[config.mk]
export PLATFORM = sky130hd
export DESIGN_NAME = subtree_rr_scheduler
export DESIGN_NICKNAME = d
export VERILOG_FILES = /design/src/rtl/subtree_rr_scheduler.sv
export SDC_FILE = /design/constraint.sdc
export NUM_CORES = 1
export LEC_CHECK = 0
export BUFFER_PORTS_ARGS = -buffer_cell sky130_fd_sc_hd__buf_2
export CAP_MARGIN = 25
export CORE_MARGIN = 5
export CORE_UTILIZATION = 32
export DETAILED_ROUTE_END_ITERATION = 6
export PLACE_DENSITY = 0.47
export SLEW_MARGIN = 30
export SYNTH_ARGS = -nofsm -noshare
export SYNTH_HDL_FRONTEND = slang
export SYNTH_SLANG_ARGS = --single-unit
export TNS_END_PERCENT = 20
[constraint.sdc]
create_clock -name clk -period 4.5 [get_ports clk]
set_input_delay 0.9 -clock clk [delete_from_list [all_inputs] [get_ports clk]]
set_output_delay 0.9 -clock clk [all_outputs]
set_load 0.1 [all_outputs]
[src/rtl/subtree_rr_scheduler.sv]
// Round-robin grant scheduler for the children of one hierarchy node, with a hold limit.
// Optional grant/timeout statistics counters are enabled by defining SUBTREE_SCHED_STATS_EN.
module subtree_rr_scheduler #(
  parameter int NUM_REQ  = 5,
  parameter int MAX_HOLD = 16,
  parameter int ID_W     = $clog2(NUM_REQ)
) (
  input  logic               clk,
  input  logic               rst_n,
  input  logic               enable,
  input  logic [NUM_REQ-1:0] req,
  input  logic [NUM_REQ-1:0] done,
  output logic [NUM_REQ-1:0] gnt,
  output logic               gnt_valid,
  output logic [ID_W-1:0]    gnt_id,
  output logic               timeout_pulse
`ifdef SUBTREE_SCHED_STATS_EN
  ,
  output logic [15:0]        grant_total,
  output logic [7:0]         timeout_total
`endif
);

  localparam int HC_W = $clog2(MAX_HOLD);

  typedef enum logic {IDLE, GRANT} state_t;

  state_t             state_q, state_d;
  logic [ID_W-1:0]    ptr_q, ptr_d;
  logic [HC_W-1:0]    hold_cnt_q, hold_cnt_d;
  logic [NUM_REQ-1:0] gnt_q, gnt_d;
  logic               gnt_valid_q, gnt_valid_d;
  logic [ID_W-1:0]    gnt_id_q, gnt_id_d;
  logic               timeout_q, timeout_d;

  logic               found;
  logic [ID_W-1:0]    sel;
  logic [NUM_REQ-1:0] sel_onehot;
  logic               release_done;
  logic               release_to;
  logic               grant_start;

  // Rotating-priority search: first requester at or after ptr, wrapping at NUM_REQ-1.
  always_comb begin
    logic [ID_W:0]   idx;
    logic [ID_W-1:0] cand;
    found = 1'b0;
    sel   = '0;
    for (int k = 0; k < NUM_REQ; k++) begin
      idx = {1'b0, ptr_q} + (ID_W+1)'(k);
      if (idx >= (ID_W+1)'(NUM_REQ)) begin
        idx = idx - (ID_W+1)'(NUM_REQ);
      end
      cand = idx[ID_W-1:0];
      if (!found && req[cand]) begin
        found = 1'b1;
        sel   = cand;
      end
    end
  end

  for (genvar gi = 0; gi < NUM_REQ; gi++) begin : g_sel_dec
    assign sel_onehot[gi] = (sel == ID_W'(gi));
  end

  always_comb begin
    state_d      = state_q;
    ptr_d        = ptr_q;
    hold_cnt_d   = hold_cnt_q;
    gnt_d        = '0;
    gnt_valid_d  = 1'b0;
    gnt_id_d     = '0;
    timeout_d    = 1'b0;
    release_done = 1'b0;
    release_to   = 1'b0;
    grant_start  = 1'b0;
    case (state_q)
      IDLE: begin
        if (enable && found) begin
          state_d     = GRANT;
          gnt_d       = sel_onehot;
          gnt_valid_d = 1'b1;
          gnt_id_d    = sel;
          hold_cnt_d  = '0;
          grant_start = 1'b1;
        end
      end
      GRANT: begin
        // A completion in the final hold cycle wins over the timeout.
        release_done = done[gnt_id_q] | ~req[gnt_id_q];
        release_to   = (hold_cnt_q == HC_W'(MAX_HOLD-1)) & ~release_done;
        if (release_done || release_to) begin
          state_d    = IDLE;
          hold_cnt_d = '0;
          timeout_d  = release_to;
          ptr_d      = (gnt_id_q == ID_W'(NUM_REQ-1)) ? '0 : gnt_id_q + ID_W'(1);
        end else begin
          gnt_d       = gnt_q;
          gnt_valid_d = 1'b1;
          gnt_id_d    = gnt_id_q;
          hold_cnt_d  = hold_cnt_q + HC_W'(1);
        end
      end
      default: state_d = IDLE;
    endcase
  end

  always_ff @(posedge clk or negedge rst_n) begin
    if (!rst_n) begin
      state_q     <= IDLE;
      ptr_q       <= '0;
      hold_cnt_q  <= '0;
      gnt_q       <= '0;
      gnt_valid_q <= 1'b0;
      gnt_id_q    <= '0;
      timeout_q   <= 1'b0;
    end else begin
      state_q     <= state_d;
      ptr_q       <= ptr_d;
      hold_cnt_q  <= hold_cnt_d;
      gnt_q       <= gnt_d;
      gnt_valid_q <= gnt_valid_d;
      gnt_id_q    <= gnt_id_d;
      timeout_q   <= timeout_d;
    end
  end

  assign gnt           = gnt_q;
  assign gnt_valid     = gnt_valid_q;
  assign gnt_id        = gnt_id_q;
  assign timeout_pulse = timeout_q;

`ifdef SUBTREE_SCHED_STATS_EN
  logic [15:0] grant_total_q, grant_total_d;
  logic [7:0]  timeout_total_q, timeout_total_d;

  always_comb begin
    grant_total_d   = grant_total_q;
    timeout_total_d = timeout_total_q;
    if (grant_start && grant_total_q != 16'hFFFF) begin
      grant_total_d = grant_total_q + 16'd1;
    end
    if (release_to && timeout_total_q != 8'hFF) begin
      timeout_total_d = timeout_total_q + 8'd1;
    end
  end

  always_ff @(posedge clk or negedge rst_n) begin
    if (!rst_n) begin
      grant_total_q   <= '0;
      timeout_total_q <= '0;
    end else begin
      grant_total_q   <= grant_total_d;
      timeout_total_q <= timeout_total_d;
    end
  end

  assign grant_total   = grant_total_q;
  assign timeout_total = timeout_total_q;
`endif

  gnt_onehot_a: assert property (@(posedge clk) disable iff (!rst_n) $onehot0(gnt_q));

endmodule

**Word level (Yosys, flattened, before mapping)**

Cells that the tools add are included.

- Flip-flop bits (word level): 17
- Input port bits: 13
- Output and inout port bits: 10
- Word-level logic and storage cells: 97

- Add/sub/neg operators: 11
- Order comparisons: 11
- Equal/unequal tests: 8
- Mux-type cells: 44
- Bitwise gates (word level): 5
- Reduce and logical (&&, ||, !) cells: 12

Operator list:

| cell | count |
|---|---|
| $mux 3 | 13 |
| $lt 3x4->1 const B | 6 |
| $bmux 1 s3 | 7 |
| $ge 4x3->1 const B | 4 |
| $mux 1 | 16 |
| $sub 3x3->3 const B | 5 |
| $mux 5 | 2 |
| $pmux 5 s2 | 1 |
| $add 3x2->4 const B | 2 |
| $mux 4 | 2 |
| $pmux 4 s2 | 1 |
| $eq 3x2->1 const B | 2 |
| $eq 3x3->1 const B | 2 |
| $pmux 3 s2 | 1 |
| $logic_and 1x1->1 | 5 |
| $add 3x1->4 const B | 1 |
| $add 3x3->4 const B | 1 |
| $add 4x1->4 const B | 1 |
| $eq 4x4->1 const B | 1 |
| $logic_not 1->1 | 4 |
| $add 3x1->3 const B | 1 |
| $eq 3x1->1 const B | 1 |
| $ge 3x3->1 const B | 1 |
| $logic_not 3->1 | 1 |
| 8 further kinds | 10 |

**Longest topological paths before layout**

Gate-level depths: netlist of the first run.

- Depth after elaboration: 20
- Gate-level depth with buffers: 15
- Mapped depth without buffers: 13

**Worst setup path before layout of the first run**

Ideal clock, no wire load.

- Path kind: register to register
- Start point: reg ptr_q[0]
- End point: reg gnt_q[2], in the netlist gnt[2]
- Arrival: 3846 ps
- Data required time: 4378 ps
- Setup slack: 532 ps
- Stages on the path, launching flop included: 14
- Path buffers: 2
- Period minus slack after synthesis: 3968 ps
- Cell sequence: dfrtp_1 clkbuf_1 clkbuf_1 inv_1 ha_1 mux2_4 and4_4 a211o_1 a2111oi_4 nand4b_2 or4_1 nand3_2 nor2_2 a22o_1

- Longest elaborated chain between the ends: 20
- Elaborated cells on any way between the ends: 51
- Those cells by class: add/sub: 9; order compare: 5; eq/ne: 1; mux: 27; reduce/logical: 9

Ends and longest elaborated chain:

| what | RTL line | RTL |
|---|---|---|
| start: declaration | 29 | `logic [ID_W-1:0] ptr_q, ptr_d;` |
| start signal: assignment | 119 | `ptr_q <= ptr_d;` |
| parallel branches: the longest is 18 deep, another holds $add 3x1->4 | n/a |  |
| $mux 5 * | 79 | `if (enable && found) begin` |
| $pmux 5 s2 * | 77 | `case (state_q)` |
| end signal: assignment | 121 | `gnt_q <= gnt_d;` |
| end: declaration | 31 | `logic [NUM_REQ-1:0] gnt_q, gnt_d;` |

Mark *: on every way between the ends. The select of a mux whose other input is x is not followed.
A chain may end at the register's enable or synchronous reset.

**Worst setup path in the final report of the first run**

- Start point: reg ptr_q[1]
- End point: reg gnt_q[3], in the netlist gnt[3]

The elaborated chain is that of the path after synthesis.

==> metrics.csv, run 1 <==
stage;metric;value;unit
worst_setup_path;rr_endpoint;gnt[3];
flow_run;drv_cap;0;
drt;wl_met2;2.645;mm
clocking;cts_tree;done;
hold_path;hold_end;gnt[4];
clocking;clock_sink_count;17;
layout;finalNetCount;301;
yosys;yosys-top-cells-area;dfrtp_1 (21%), ha_1 (6.9%), a21oi_1 (4.2%);
clocking;cts-root-buf;clkbuf_8;
global_routing;grt_pass1_vias;1916;
hold_path;hold_class;reg -> reg;
drt;first_iter_violations;96;
worst_setup_path;cp.arrival;3.67;ns
timing;fmax;283.0;MHz
die;num_io_pins;23;
yosys;synth_nets;281;
yosys;ys_top_cells_by_count;nand2_1 (21), a21oi_1 (17), dfrtp_1 (17);
global_routing;grt_usage;15.06;%
yosys;synth_cells;256;
place;hpwl;4.357;mm
die;start_util;33.33;%
timing;fin_crit;3.534;ns
drt;viasPerCell;5.640;
yosys;yosys.area.top_type_share;21.18;%
timing;worst_slew_pin_slew;0.6634;ns
layout;syn2layout_area_growth;11.71;%
timing;rsz0062_at_grt;no;
clocking;numCtsBuffers;3;
yosys;synth-seq-area-share;21.18;%
yosys;ys_warn_count;0;
timing;fin_skew;0.001106;ns
worst_setup_path;critPathMaxStageDelay;0.58;ns
yosys;synth.distinct_cells;63;
timing;setup-tns-final;0;ns
place;port_buffers;22;
die;fp.dieW;89.22;um
timing;period_share;78.53;%
drt;dr.pass1.iters;4;
global_routing;grt_pass1_wl;9.411;mm
worst_setup_path;worstPathCellList;inv_1, ha_1, buf_4, mux2i_1, a211oi_1, a211o_1, a2111oi_4, nand4b_2, or4_1, nand3_2, nor2_2, a22o_1;
worst_setup_path;crit_path_start_kind;flip-flop;
pwr;cellPowerDensity;808.2;nW/um^2
clocking;ctsHoldBuffers;0;
pwr;power_leakage;1.001;nW
run_status;status;completed;
yosys;syn_area_per_cell;7.844;um^2
timing;setup_viol;0;
worst_setup_path;critPathKind;reg -> reg;
global_routing;antenna_found_initial;0;
hold_path;holdPathStages;1;
place;placed_cell_area;2197;um^2
die;core_area;6026;um^2
clocking;post-cts-setup-buffers;0;
worst_setup_path;r2r-start;ptr_q[1];
drt;drcViolationCount;0;
clocking;htreeDepth;1;
layout;diodes;0;
yosys;synth_edf_count;0;
die;die_h;89.22;um
pwr;ir_drop;0.0003471;V
worst_setup_path;end_kind;flip-flop;
place;gp_congestion;0.8769;
clocking;cts_resized;0;
clocking;clockBufferDepth;2;
clocking;clkTransAtPathRegs;0.07;ns
timing;slew_headroom;55.61;%
global_routing;overflow;0;
layout;drive_above_1_share;16.73;%
yosys;synth_top_cell_by_area;dfrtp_1;
yosys;synth.most_common_cell;nand2_1;
worst_setup_path;crit_slowest_cell;or4_1;
timing;slew_violations;0;
yosys;ys_async_sr_fraction;100.0;%
worst_setup_path;critPathBufInv;2;
drt;vias;1974;
worst_setup_path;r2r_cells;12;
yosys;ys_ff_latch;17;
drt;final_antenna_net_count;0;
drt;top_layer;met4;
worst_setup_path;ff2ff_setup_slack;0.97;ns
die;dieArea;7960;um^2
worst_setup_path;path_delay_family;compound AO/OA/AOI/OAI gates;
global_routing;grt_max_degree;33;
yosys;synthesis.area;2008;um^2
drt;wl_per_cell;16.34;um
yosys;synthFlopType;dfrtp_1;
worst_setup_path;crit_required;4.64;ns
die;num_rows;28;
drt;wl_met1;2.780;mm
drt;routed_wl;5.718;mm
clocking;clk_latency;0.25;ns
timing;hold_violations;0;
hold_path;holdCritStartpoint;gnt[4];
layout;fin_area;2243;um^2
worst_setup_path;path_depth;12;
worst_setup_path;cp_max_fo;23;
drt;routed-wl-met3;250;um
## cells by family (layout without fill, tap and decap cells)
| logic type | after synthesis | count (layout) | synth area share [%] |
|---|---|---|---|
| AND/OR/NAND/NOR | 100 | 100 | 28.16 |
| AO/OA/AOI/OAI | 92 | 92 | 32.77 |
| buffers and inverters | 25 | 44 | 4.860 |
| flip-flops | 17 | 17 | 21.18 |
| adder cells (fa/ha/maj) | 12 | 12 | 7.850 |
| multiplexers | 7 | 7 | 3.863 |
| XOR/XNOR | 3 | 3 | 1.309 |
## state kept, by name, indices dropped and copies added (netlist names)
register	count
gnt	5
hold_cnt_q	4
gnt_id	3
ptr_q	3
gnt_valid	1
timeout_pulse	1
## per-layer routing
layer  global-route usage (%)  vias up
li1                         -      993
met1                    21.92      931
met2                    23.58       46
met3                    2.488        4
met4                    2.842        0
met5                        0        -
## power by group
group          total, mW  switching (mW)  internal, mW
combinational       1.47           0.918         0.547
clock              0.114          0.0525        0.0614
sequential         0.234          0.0429         0.191
total               1.81            1.01         0.800
## layout by cell type, fill, tap and decap left out, types with 2 or more instances in the layout
master / n
a21oi_1: 17
a21o_1: 7
o22ai_1: 4
o2111ai_1: 2
o32ai_1: 2
o21ai_1: 5
o21bai_1: 2
mux2_2: 2
o211ai_1: 3
inv_1: 14
or2_2: 5
nor3_1: 5
and2_1: 5
nand3_1: 4
nand2b_1: 12
dfrtp_1: 17
a32o_1: 2
a211oi_1: 8
nand3b_1: 4
ha_1: 11
a211o_1: 4
or4_1: 2
nor2_1: 16
buf_4: 4
buf_2: 22
mux2i_1: 4
and3_1: 4
a32oi_1: 2
nor2b_1: 10
a2bb2oi_1: 2
clkbuf_8: 3
o21ai_0: 13
nand2_1: 21
a22o_1: 4
xnor2_1: 3
## worst max-delay path by stage
| stage | to | from | slack, ns |
|---|---|---|---|
| 3_5_place_dp | gnt[3] | req[2] | 0.95 |
| 4_1_cts | gnt[3] | ptr_q[1] | 0.98 |
| 6_report | gnt[3] | ptr_q[1] | 0.97 |
| 3_3_place_gp | gnt[2] | req[2] | 0.99 |
| 5_1_grt | hold_cnt_q[2] | ptr_q[1] | 0.70 |
| 2_1_floorplan | gnt[2] | ptr_q[0] | 0.53 |
## layout make-up
| type | count | area [um^2] |
|---|---|---|
| clock buffer | 3 | 41.29 |
| clock inverter | 1 | 5.005 |
| fill | 647 | 3782 |
| inverter | 14 | 52.55 |
| multi-input combinational | 214 | 1485 |
| sequential | 17 | 425.4 |
| tap | 75 | 93.84 |
| timing repair buffer | 26 | 140.1 |
## worst register-to-register path: cells and delay by family (launching register included)
family                   cells  cell delay [ns]
multiplexers                 1             0.32
flip-flops                   1             0.36
AND/OR/NAND/NOR              4             0.96
adder cells (fa/ha/maj)      1             0.38
buffers and inverters        2             0.43
AO/OA/AOI/OAI                4             0.99
## through the flow
| stage | instances | setup slack, ns | hold WS [ns] | utilization, % | power [mW] |
|---|---|---|---|---|---|
| after floorplan | 256 | 0.5323 | 0.5138 | - | 1.387 |
| after global placement | 346 | 0.9929 | 0.4576 | 36.46 | 1.718 |
| after detailed placement | 346 | 0.9522 | 0.4649 | 36.46 | 1.693 |
| after CTS | 350 | 0.9820 | 0.4802 | 37.23 | 1.815 |
| after global routing | 350 | 0.7040 | 0.5082 | 37.23 | 1.982 |
| final | 350 | 0.9660 | 0.4759 | 37.23 | 1.813 |
Power figures use the tool's default switching activity.
==> inputs of run 2 (changes only) <==
- ABC_AREA: unset -> 1
- clock period: 4.5 -> 3.4 ns (I/O delays scaled with it)
==> metrics.csv, run 2 <==
stage;metric;value;unit
run_status;status;completed;
die;num_rows;27;
yosys;ys_async_sr_fraction;100.0;%
layout;layout_common_cells;nand2_1 (78), nand3_1 (39), inv_1 (33);
yosys;ys_top_cells_by_count;nand2_1 (78), nand3_1 (39), inv_1 (33);
global_routing;grt_max_degree;18;
drt;vias;1876;
drt;wl_per_cell;13.41;um
die;core_area;5540;um^2
global_routing;grt_pass1_wl;8.362;mm
place;port_buffers;22;
layout;finalNetCount;331;
worst_setup_path;critPathKind;reg -> reg;
timing;slew_headroom;67.67;%
yosys;synth_nets;302;
yosys;ys_warn_count;0;
clocking;clockBufferDepth;2;
layout;layout_commonest_cell;nand2_1;
clocking;cts-root-buf;clkbuf_8;
layout;syn2layout_area_growth;14.06;%
global_routing;grtUsageMet3;1.537;%
clocking;post-cts-setup-buffers;0;
yosys;synth_top_cell_by_area;dfrtp_1;
clocking;htreeDepth;1;
clocking;clkTransAtPathRegs;0.08;ns
timing;slew_violations;0;
timing;period_share;84.21;%
global_routing;grt_pass1_vias;1729;
global_routing;antenna_found_initial;0;
flow_run;drv_cap;0;
yosys;synthesis.area;1833;um^2
timing;fmax;349.3;MHz
worst_setup_path;cp.arrival;3.02;ns
clocking;cts_resized;0;
yosys;yosys.area.top_type_share;23.21;%
yosys;synth.most_common_cell;nand2_1;
layout;num-fill-cells;623;
drt;first_iter_violations;116;
yosys;ys_ff_latch;17;
hold_path;hold_class;in -> async;
layout;diodes;0;
clocking;numCtsBuffers;3;
yosys;synth-seq-area-share;23.21;%
place;gp_congestion;0.8726;
clocking;cts_tree;done;
timing;hold_violations;0;
global_routing;overflow;0;
global_routing;gr-max-usage-layer;met2;
clocking;ctsHoldBuffers;0;
timing;worst_slew_pin_slew;0.4883;ns
die;start_util;33.08;%
die;num_io_pins;23;
yosys;synth_cells;277;
global_routing;grt_usage;14.25;%
place;hpwl;4.131;mm
die;fp.dieW;85.69;um
timing;fin_crit;2.863;ns
drt;final_antenna_net_count;0;
timing;setup-tns-final;0;ns
yosys;synth_edf_count;0;
layout;drive_above_1_share;21.97;%
yosys;synthFlopType;dfrtp_1;
drt;drcViolationCount;0;
timing;rsz0062_at_grt;no;
yosys;synth.distinct_cells;31;
yosys;yosys-top-cells-area;dfrtp_1 (23%), nand2_1 (16%), nand3_1 (11%);
worst_setup_path;cp_max_fo;10;
drt;dr.pass1.iters;4;
layout;largest_reg_flops;5;
worst_setup_path;crit_path_start_kind;flip-flop;
clocking;clk_latency;0.26;ns
timing;setup_viol;0;
worst_setup_path;end_kind;flip-flop;
global_routing;grtUsageMet1;20.83;%
clocking;clock_sink_count;17;
drt;routed_wl;5.054;mm
global_routing;grt_use_met2;21.68;%
die;die_h;85.69;um
worst_setup_path;crit_required;3.55;ns
yosys;syn_area_per_cell;6.617;um^2
timing;fin_skew;0.006329;ns
die;dieArea;7342;um^2
drt;viasPerCell;4.976;
-- run 2: cell types whose count changed in the layout (fill, tap and decap cells not counted), moves of 10 or more --
cell      change
nand2b_1     -12
nand4_1      +13
nand3_2      +10
nor2b_1      -10
nand2_1      +57
a21oi_1      -14
inv_2        +10
inv_1        +19
nand3_1      +35
-- run 2: final timing paths --
path / cells after the start / to / startpoint / slack (ns)
min in group clk: 2 / gnt[0] / gnt[0] / 0.48
hold reg to reg: 2 / gnt[0] / gnt[0] / 0.48
setup / recovery: 18 / gnt[0] / ptr_q[0] / 0.54
setup reg to reg: 18 / gnt[0] / ptr_q[0] / 0.54
max in group asynchronous: 1 / hold_cnt_q[2] / rst_n / 2.77
hold / removal: 1 / gnt[2] / rst_n / 0.34
-- run 2: worst max-delay path, stage by stage (launching register included) --
cell     delay, ns
dfrtp_1       0.39
inv_2         0.17
ha_1          0.20
inv_1         0.06
fa_1          0.36
inv_1         0.12
nand2_1       0.16
o21ai_1       0.28
nand3_1       0.12
nand2_1       0.07
nand2_1       0.04
nand2_1       0.15
nand4_1       0.14
nor2_1        0.10
nor2_1        0.07
nand3_1       0.14
nor2_1        0.05
nand2_1       0.07
nand2_1       0.05
-- run 2: cell families (layout without fill, tap and decap cells) --
group | after synthesis | in the layout | share of synthesized area [%]
buffers and inverters | 44 | 72 | 9.420
AND/OR/NAND/NOR | 169 | 169 | 45.94
flip-flops | 17 | 17 | 23.21
XOR/XNOR | 4 | 4 | 2.321
AO/OA/AOI/OAI | 30 | 30 | 9.966
adder cells (fa/ha/maj) | 12 | 12 | 8.601
multiplexers | 1 | 1 | 0.5461
-- run 2: cell type report --
type                            count  area (um^2)  area share [%]
Multi-Input combinational cell    216         1235           59.07
Tap cell                           72        90.09           4.309
Clock buffer                        3        41.29           1.975
Inverter                           43        161.4           7.720
Timing Repair Buffer               25        132.6           6.343
Sequential cell                    17        425.4           20.35
Clock inverter                      1        5.005          0.2394
-- run 2: per-layer routing --
layer / vias to the layer above / part of all wire (%)
li1: 971 / -
met1: 857 / 51
met2: 39 / 43
met3: 9 / 3.9
met4: 0 / 2.2
met5: - / 0
-- run 2: metrics by stage --
step           std cells  hold WS [ns]  instance area, um^2  utilization (%)  setup slack [ns]
2_1_floorplan        277        0.3844                 1833                -            0.8806
3_3_place_gp         373        0.4633                 2044            36.90            0.4912
3_5_place_dp         373        0.4626                 2044            36.90            0.5435
4_1_cts              377        0.3518                 2091            37.74            0.5176
5_1_grt              377        0.3679                 2091            37.74            0.1877
6_report             377        0.3358                 2091            37.74            0.5368
Power of run 2 is left out: the tool's default activity adds up to more than one toggle a clock period on the data nets, which glitch-free logic cannot reach.
==> inputs of run 3 (changes only) <==
- clock period: 3.4 -> 2.7 ns (I/O delays scaled with it)
==> metrics.csv, run 3 (synthesis results as in run 2) <==
stage;metric;value;unit
run_status;status;completed;
worst_setup_path;ff2ff_setup_slack;0.20;ns
clocking;clock_sink_count;17;
drt;wl_per_cell;13.23;um
worst_setup_path;end_kind;flip-flop;
die;dieArea;7342;um^2
global_routing;grt_max_degree;18;
global_routing;overflow;0;
place;hpwl;4.168;mm
die;fp.dieW;85.69;um
clocking;cts_tree;done;
drt;drcViolationCount;0;
clocking;numCtsBuffers;3;
timing;fin_skew;0.004026;ns
layout;drive_above_1_share;33.54;%
drt;viasPerCell;4.871;
global_routing;grt_use_met2;22.03;%
timing;hold_violations;0;
timing;fmax;400.1;MHz
worst_setup_path;cp_max_fo;7;
worst_setup_path;cp.arrival;2.70;ns
place;port_buffers;22;
worst_setup_path;crit_required;2.90;ns
drt;final_antenna_net_count;0;
layout;fin_util;42.30;%
layout;layout_common_cells;nand2_1 (71), nand3_1 (35), inv_1 (29);
drt;vias;1890;
layout;largest_reg_flops;5;
global_routing;gr-max-usage-layer;met2;
worst_setup_path;critPathKind;reg -> reg;
drt;routed_wl;5.134;mm
worst_setup_path;crit_path_start_kind;flip-flop;
layout;ff_latch_area;425.4;um^2
hold_path;hold_class;in -> async;
die;die_h;85.69;um
layout;layout_commonest_cell;nand2_1;
worst_setup_path;r2r_cells;19;
timing;period_share;92.56;%
layout;multiInputGateArea;1385;um^2
clocking;clockBufferDepth;2;
layout;finalNetCount;342;
layout;syn2layout_area_growth;27.85;%
clocking;cts-root-buf;clkbuf_8;
timing;fin_crit;2.499;ns
global_routing;grt_pass1_vias;1805;
timing;worst_slew_pin_slew;0.4886;ns
die;num_io_pins;23;
clocking;htreeDepth;1;
die;start_util;33.08;%
global_routing;grtUsageMet3;1.633;%
global_routing;grtUsageMet1;20.95;%
flow_run;drv_cap;0;
die;num_rows;27;
place;gp_congestion;0.7880;
timing;slew_headroom;67.65;%
global_routing;grt_pass1_wl;8.535;mm
drt;dr.pass1.iters;4;
clocking;clk_latency;0.25;ns
layout;num-fill-cells;610;
drt;first_iter_violations;110;
global_routing;antenna_found_initial;0;
layout;diodes;0;
global_routing;grt_usage;14.04;%
worst_setup_path;r2r-start;ptr_q[0];
timing;setup_viol;0;
clocking;clkTransAtPathRegs;0.07;ns
timing;slew_violations;0;
die;core_area;5540;um^2
worst_setup_path;rr_endpoint;gnt[0];
[run 3: cell types whose count changed in the layout (fill, tap and decap cells not counted), moves of 4 or more]
cell / before / now
nand3_1: 39 / 35
nand2_2: 8 / 13
buf_4: 3 / 11
inv_1: 33 / 29
nand2_1: 78 / 71
inv_2: 10 / 14
[run 3: repair_timing]
action	4_1_cts	5_1_grt
hold buffers	0	0
endpoints found under the setup margin	0	13
gates resized for setup	0	41
buffers inserted	0	3
[run 3: worst max-delay path, cell delays in order, from the launching register on]
cell and delay (ns):
dfrtp_1 0.40, inv_2 0.12, ha_4 0.15, inv_1 0.05, fa_2 0.33, inv_2 0.09, nand2_4 0.10, nand2_2 0.10
nand3_1 0.07, nand3_1 0.10, nand2_1 0.05, nand2_1 0.06, nand2_2 0.09, nand4_1 0.14, nor2_1 0.07, nor2_1 0.15
nand3_2 0.13, nor2_1 0.12, nand2_1 0.06, nand2_1 0.05
[run 3: area by class of cell]
cell class | instances | area share [%]
timing repair buffer | 36 | 10.04
sequential | 17 | 18.15
multi-input combinational | 216 | 59.10
clock buffer | 3 | 1.762
tap | 72 | 3.844
clock inverter | 1 | 0.2136
inverter | 43 | 6.887
[run 3: metal layers]
metal  routed length [um]  up-vias
li1                     -      998
met1                 2608      855
met2                 2329       35
met3                  173        2
met4                   23        0
met5                    0        -
[run 3: per-stage QoR]
stage | cells | hold slack, ns | setup slack, ns | setup TNS [ns] | cell area [um^2]
2_1_floorplan | 277 | 0.2444 | 0.1806 | 0 | 1833
3_3_place_gp | 381 | 0.4617 | 0.06430 | 0 | 2105
3_5_place_dp | 381 | 0.4644 | 0.08188 | 0 | 2105
4_1_cts | 385 | 0.2215 | 0.06787 | 0 | 2151
5_1_grt | 388 | 0.2367 | -0.01379 | -0.02403 | 2344
6_report | 388 | 0.2048 | 0.2008 | 0 | 2344
[run 3: worst max-delay path by stage]
| stage | start | endpoint | slack (ns) | depth (start not counted) |
|---|---|---|---|---|
| 5_1_grt | ptr_q[0] | gnt[1] | -0.01 | 19 |
| 6_report | ptr_q[0] | gnt[0] | 0.20 | 19 |
| 2_1_floorplan | gnt_id[0] | gnt_id[0] | 0.18 | 8 |
| 4_1_cts | ptr_q[0] | gnt[0] | 0.07 | 18 |
| 3_5_place_dp | ptr_q[0] | gnt[0] | 0.08 | 18 |
| 3_3_place_gp | ptr_q[1] | gnt_id[2] | 0.06 | 17 |
Power of run 3 is left out for the same reason.
